<file path="config.mk">
export PLATFORM = sky130hd
export DESIGN_NAME = if_fetch_queue_flat
export DESIGN_NICKNAME = d
export VERILOG_FILES = /design/src/rtl/if_fetch_queue_pkg.sv /design/src/rtl/if_fetch_queue_if.sv /design/src/rtl/if_fetch_queue_mem.sv /design/src/rtl/if_fetch_queue.sv /design/src/flat_wrapper.sv
export SDC_FILE = /design/constraint.sdc
export NUM_CORES = 1
export LEC_CHECK = 0
export BUFFER_PORTS_ARGS = -buffer_cell sky130_fd_sc_hd__buf_2
export CORE_UTILIZATION = 45
export DETAILED_ROUTE_END_ITERATION = 8
export PLACE_DENSITY = 0.76
export SLEW_MARGIN = 25
export SYNTH_ARGS = -nofsm -noshare
export SYNTH_HDL_FRONTEND = slang
export SYNTH_SLANG_ARGS = --single-unit
export TNS_END_PERCENT = 20
</file>
<file path="constraint.sdc">
create_clock -name clk -period 3.15 [get_ports clk]
set_input_delay 0.1575 -clock clk [delete_from_list [all_inputs] [get_ports clk]]
set_output_delay 0.1575 -clock clk [all_outputs]
set_load 0.1 [all_outputs]
</file>
<file path="src/rtl/if_fetch_queue_pkg.sv">
// Shared types and constants for the instruction fetch queue.
// These constants mirror the core's common defines header
// (RstEnable, ChipEnable, ZeroWord, InstAddrBus, InstBus).
package if_fetch_queue_pkg;

    localparam logic RST_ENABLE  = 1'b1;
    localparam logic CHIP_ENABLE = 1'b1;
    localparam int   INST_ADDR_W = 32;
    localparam int   INST_W      = 32;

    typedef logic [INST_ADDR_W-1:0] inst_addr_t;
    typedef logic [INST_W-1:0]      inst_t;

    localparam inst_addr_t ZERO_WORD = '0;

    // One buffered fetch: the PC and the instruction read at that PC.
    typedef struct packed {
        inst_addr_t pc;
        inst_t      inst;
    } fetch_entry_t;

endpackage

</file>
<file path="src/rtl/if_fetch_queue_if.sv">
// Fetch-queue bus: the PC/ROM side, the flush input and the decode handshake.
// master = PC register + decode stage, slave = the fetch queue.
interface if_fetch_queue_if;
    import if_fetch_queue_pkg::*;

    inst_addr_t  pc_i;
    logic        ce_i;
    inst_t       inst_i;
    logic        stall_req_o;
    logic        flush_i;
    logic        id_valid_o;
    logic        id_ready_i;
    inst_addr_t  id_pc_o;
    inst_t       id_inst_o;
    logic [31:0] stall_cnt_o;

    modport master (
        output pc_i, ce_i, inst_i, flush_i, id_ready_i,
        input  stall_req_o, id_valid_o, id_pc_o, id_inst_o, stall_cnt_o
    );

    modport slave (
        input  pc_i, ce_i, inst_i, flush_i, id_ready_i,
        output stall_req_o, id_valid_o, id_pc_o, id_inst_o, stall_cnt_o
    );

endinterface

</file>
<file path="src/rtl/if_fetch_queue_mem.sv">
// DEPTH x {pc, inst} register file: one synchronous write port,
// one asynchronous read port. Pointer management lives in the parent.
module if_fetch_queue_mem
    import if_fetch_queue_pkg::*;
#(
    parameter int DEPTH = 4,
    parameter int AW    = $clog2(DEPTH)
) (
    input  logic         clk,
    input  logic         i_we,
    input  logic [AW-1:0] i_waddr,
    input  fetch_entry_t i_wdata,
    input  logic [AW-1:0] i_raddr,
    output fetch_entry_t o_rdata
);

    fetch_entry_t r_mem [DEPTH];

    // Capture the incoming fetch at the write pointer.
    // NOTE: storage is deliberately not reset; an entry is only ever read after it
    // was written, since the parent's count gates id_valid_o and forces zero data.
    always_ff @(posedge clk) begin
        if (i_we) begin
            r_mem[i_waddr] <= i_wdata;
        end
    end

    assign o_rdata = r_mem[i_raddr];

endmodule

</file>
<file path="src/rtl/if_fetch_queue.sv">
// Instruction fetch queue between the PC/ROM stage and the IF/ID register.
// Buffers up to DEPTH {pc, inst} pairs, presents them in order through a
// valid/ready handshake, stalls the PC register when full and drops all
// entries on flush. Synchronous active-high reset dominates flush.
// Optional feature macro: IF_FETCH_QUEUE_STATS_EN builds a saturating
// count of stalled cycles on stall_cnt_o; otherwise that port is tied to 0.
module if_fetch_queue
    import if_fetch_queue_pkg::*;
#(
    parameter int DEPTH = 4
) (
    input  logic             clk,
    input  logic             rst,
    if_fetch_queue_if.slave  bus
);

    localparam int AW = $clog2(DEPTH);
    localparam logic [AW:0] FULL_COUNT = (AW + 1)'(DEPTH);

    logic [AW-1:0] r_wp;
    logic [AW-1:0] r_rp;
    logic [AW:0]   r_count;

    logic          w_rst;
    logic          w_full;
    logic          w_empty;
    logic          w_enq;
    logic          w_deq;
    fetch_entry_t  w_wdata;
    fetch_entry_t  w_rdata;

    assign w_rst   = (rst == RST_ENABLE);
    assign w_full  = (r_count == FULL_COUNT);
    assign w_empty = (r_count == '0);

    // Stall depends on registered count only, so there is no input-to-stall path.
    assign bus.stall_req_o = w_full;

    assign w_enq = (bus.ce_i == CHIP_ENABLE) && !w_full && !bus.flush_i && !w_rst;
    assign w_deq = !w_empty && bus.id_ready_i && !bus.flush_i && !w_rst;

    assign w_wdata = '{pc: bus.pc_i, inst: bus.inst_i};

    if_fetch_queue_mem #(
        .DEPTH (DEPTH),
        .AW    (AW)
    ) u_mem (
        .clk     (clk),
        .i_we    (w_enq),
        .i_waddr (r_wp),
        .i_wdata (w_wdata),
        .i_raddr (r_rp),
        .o_rdata (w_rdata)
    );

    // Pointer and occupancy update; reset beats flush, flush beats the handshake.
    // NOTE: sequential state uses non-blocking assignments so every flop samples
    // the pre-edge values, independent of statement order within the block.
    always_ff @(posedge clk) begin
        if (w_rst) begin
            r_wp    <= '0;
            r_rp    <= '0;
            r_count <= '0;
        end else if (bus.flush_i) begin
            r_wp    <= '0;
            r_rp    <= '0;
            r_count <= '0;
        end else begin
            if (w_enq) begin
                r_wp <= r_wp + 1'b1;
            end
            if (w_deq) begin
                r_rp <= r_rp + 1'b1;
            end
            r_count <= r_count + (AW + 1)'(w_enq) - (AW + 1)'(w_deq);
        end
    end

    assign bus.id_valid_o = !w_empty;
    assign bus.id_pc_o    = w_empty ? ZERO_WORD : w_rdata.pc;
    assign bus.id_inst_o  = w_empty ? ZERO_WORD : w_rdata.inst;

`ifdef IF_FETCH_QUEUE_STATS_EN
    logic [31:0] r_stall_cnt;

    // Count stalled cycles, saturating; only reset clears it, flush does not.
    always_ff @(posedge clk) begin
        if (w_rst) begin
            r_stall_cnt <= '0;
        end else if (w_full && (r_stall_cnt != 32'hFFFF_FFFF)) begin
            r_stall_cnt <= r_stall_cnt + 32'd1;
        end
    end

    assign bus.stall_cnt_o = r_stall_cnt;
`else
    assign bus.stall_cnt_o = 32'h0;
`endif

endmodule
</file>
<file path="src/flat_wrapper.sv">
// flat-port wrapper written by rule: the top's interface ports become plain ports
module if_fetch_queue_flat import if_fetch_queue_pkg::*;
#(
    parameter int DEPTH = 4
)
  (clk, rst, bus_pc_i, bus_ce_i, bus_inst_i, bus_flush_i, bus_id_ready_i, bus_stall_req_o, bus_id_valid_o, bus_id_pc_o, bus_id_inst_o, bus_stall_cnt_o);
  if_fetch_queue_if bus_i ();
  input  logic clk;
  input  logic rst;
  input wire logic [$bits(bus_i.pc_i)-1:0] bus_pc_i;
  input wire logic [$bits(bus_i.ce_i)-1:0] bus_ce_i;
  input wire logic [$bits(bus_i.inst_i)-1:0] bus_inst_i;
  input wire logic [$bits(bus_i.flush_i)-1:0] bus_flush_i;
  input wire logic [$bits(bus_i.id_ready_i)-1:0] bus_id_ready_i;
  output wire logic [$bits(bus_i.stall_req_o)-1:0] bus_stall_req_o;
  output wire logic [$bits(bus_i.id_valid_o)-1:0] bus_id_valid_o;
  output wire logic [$bits(bus_i.id_pc_o)-1:0] bus_id_pc_o;
  output wire logic [$bits(bus_i.id_inst_o)-1:0] bus_id_inst_o;
  output wire logic [$bits(bus_i.stall_cnt_o)-1:0] bus_stall_cnt_o;
  assign bus_i.pc_i = bus_pc_i;
  assign bus_i.ce_i = bus_ce_i;
  assign bus_i.inst_i = bus_inst_i;
  assign bus_i.flush_i = bus_flush_i;
  assign bus_i.id_ready_i = bus_id_ready_i;
  assign bus_stall_req_o = bus_i.stall_req_o;
  assign bus_id_valid_o = bus_i.id_valid_o;
  assign bus_id_pc_o = bus_i.id_pc_o;
  assign bus_id_inst_o = bus_i.id_inst_o;
  assign bus_stall_cnt_o = bus_i.stall_cnt_o;
  if_fetch_queue #(.DEPTH(DEPTH)) u_core (.clk(clk), .rst(rst), .bus(bus_i));
endmodule
</file>
==> results.txt <==
Status: finished clean
Root Buffer: clkbuf_16
Crit-path max cell delay: 0.59 ns
Final Max Slew Viols: 0
Maximum clock rate: 376.6 MHz
Hold Fails Final Rpt: 0
Post-route cell area: 12870 um2
Clk_skew: 0.008855 ns
Grt ovf: 0
DR vias/cell: 5.128
Slew @ Worst Pin: 0.6827 ns
Worst path depth: 4
CP Launch Type: register
#FFs+latches synth: 265
Worst Path Arrival: 2.50 ns
Die height: 154.5 um
Synth top cells by count: 256 x edfxtp_1, 70 x and2_1, 60 x mux4_2
Drt initial violations: 280
Antenna violations before repair: 0
Pwr Density: 582.5 nW/um2
CTS buffer count: 28
YS warnings: 0
First-pass GRT wire length: 29.66 mm
Final core utilization: 56.69%
Part of the cycle the worst path needs: 84.29%
Worst min path class: in2reg
Hold_sp: bus_id_ready_i
Detail Route Antenna Nets: 0
CTS tree: done
FFs w/ async S/R, synth: 0%
Register area share after synthesis: 75.22%
Synthesized area: 10460 um2
Clk sinks: 265
Critical Path Fanout Max: 15
1st-pass router iterations: 4
Area growth from synthesis to layout: 23.09%
Setup Crit Path Kind: reg2out
Number of synthesized flops with an enable pin: 256
Distinct cell type count after synthesis: 27
Leak Pwr: 4.552 nW
Die area: 23860 um2
Hold path cells: 4
Slowest CP cell: mux4_1
Family with the most delay on the worst path: buffers and inverters
Core area: 22710 um2
DRT Wirelength: 19.22 mm
Vias in the first global route: 5546
Initial core utilization: 46.06%
Placed Cells: 893
RR Endpoint: u_core.r_count[2]
IO Pins: 167
Ys flop type: edfxtp_1
Final TNS setup: 0 ns
Post-DP Area: 11320 um2
Critical path endpoint category: output pin
Most frequent cell after synthesis: edfxtp_1
R2r setup slk: 0.96 ns
Reg2reg path depth: 6
Clk_lat worst skew: 0.52 ns
Origin of the critical flop-to-flop path: u_core.r_count[2]
Non-Filler Instances: 1013
Max-cap violations: 0
Hold buffers post-CTS: 68
Vias: 5195
Clock Pin Slew Worst Setup and Hold Paths: 0.06 ns
Unrepaired setup endpoints after global routing: false
Row count: 55
Max VDD drop: 0.4619 mV
Share of cells above drive strength 1: 34.34%
Port Buffer Count: 134
Global placer's final weighted congestion: 0.7751
Avg Inst Size Synth: 21.39 um2
Synth area leaders: edfxtp_1 73%, mux4_2 13%, and2_1 4.2%
Dpl hpwl: 11.19 mm
Synth top area share: 73.49%
Post-route minimum period: 2.655 ns
Slew headroom: 54.48%
DR DRC count: 0
DR WL/cell: 18.97 um
H-tree Lvls: 1
Maximum clock insertion buffer count: 3
Post-CTS Resized: 0
Cell taking the most area after synthesis: edfxtp_1
Buf/Inv on CP: 2
Die W: 154.5 um
CP required: 2.99 ns
Largest net degree at the start of global routing: 66
Final setup fails: 0
Gr usage total: 16.25%
Mapped Cells: 489
Antenna Cells: 0
Setup Fix Bufs, Post-CTS: 0
Crit path cell chain: buf_4 -> mux4_1 -> and2_1 -> buf_2
Final nets: 782
==> placed cells by master (no fill, tap or decap), types with 5 or more instances in the layout <==
cell / Yosys / routed
clkinv_2: 0 / 6
edfxtp_1: 256 / 256
nor3_1: 5 / 5
clkbuf_16: 0 / 29
buf_12: 6 / 6
and2_1: 70 / 66
ha_1: 6 / 6
dfxtp_1: 9 / 7
buf_2: 6 / 134
dlygate4sd3_1: 0 / 68
mux4_2: 60 / 60
clkinv_1: 0 / 6
inv_1: 8 / 8
conb_1: 1 / 32
==> stage by stage <==
step                      hold slack, ns  total power (W)  worst slack, ns
final                            0.09925         0.007500           0.4950
after global routing              0.1324         0.007730           0.3460
after CTS                        0.09144         0.007565           0.4503
after detailed placement          0.3731         0.004475            1.011
after global placement            0.3666         0.004460           0.9117
after floorplan                   0.2341         0.004390           0.4280
==> final cells by class <==
class / instances / area, um2
multi-input cells: 194 / 2261
clock inverters: 19 / 132.6
fillers: 1696 / 9834
well taps: 285 / 356.6
repair buffers: 209 / 1479
inverters: 8 / 30.03
flip-flops and latches: 265 / 7875
clock buffers: 33 / 740.7
==> worst min-delay path, stage by stage <==
cell     delay, ns
buf_2         0.09
o31ai_1       0.09
xor2_1        0.17
nor3_1        0.07
==> cells by family (layout without fill, tap and decap cells) <==
group | count (synthesis) | count (layout) | share of synthesized area (%)
flip-flops | 265 | 265 | 75.22
XOR/XNOR | 4 | 4 | 0.3350
AO/OA/AOI/OAI | 6 | 6 | 0.3947
other | 1 | 32 | 0.03585
buffers and inverters | 61 | 269 | 4.426
multiplexers | 64 | 64 | 13.92
AND/OR/NAND/NOR | 81 | 81 | 4.761
adder cells (fa/ha/maj) | 7 | 7 | 0.9091
==> routing by layer <==
metal | wire length (um) | track usage [%]
met1 | 7736 | 20.29
met2 | 9963 | 28.83
met4 | 376 | 4.668
met3 | 1141 | 3.194
met5 | 0 | 0
==> worst max path at each step <==
stage                                  from                        to
after detailed placement           register          bus_id_inst_o[1]
final                              register          bus_id_inst_o[1]
after global routing               register          bus_id_inst_o[1]
after CTS                          register          bus_id_inst_o[1]
after global placement    u_core.r_count[1]         bus_id_inst_o[26]
after floorplan           u_core.r_count[1]  u_core.u_mem.r_mem[0][0]
==> registers in the layout, indices dropped and copies added (netlist names), named ones only <==
name,cells
u_core.r_rp,2
u_core.u_mem.r_mem,256
u_core.r_count,3
u_core.r_wp,2
==> power by group <==
part	switching (W)	internal [W]
clock	0.00127	0.00177
sequential	0.00000977	0.00390
combinational	0.000416	0.000142
No activity file was read; power rests on OpenSTA's default activity.
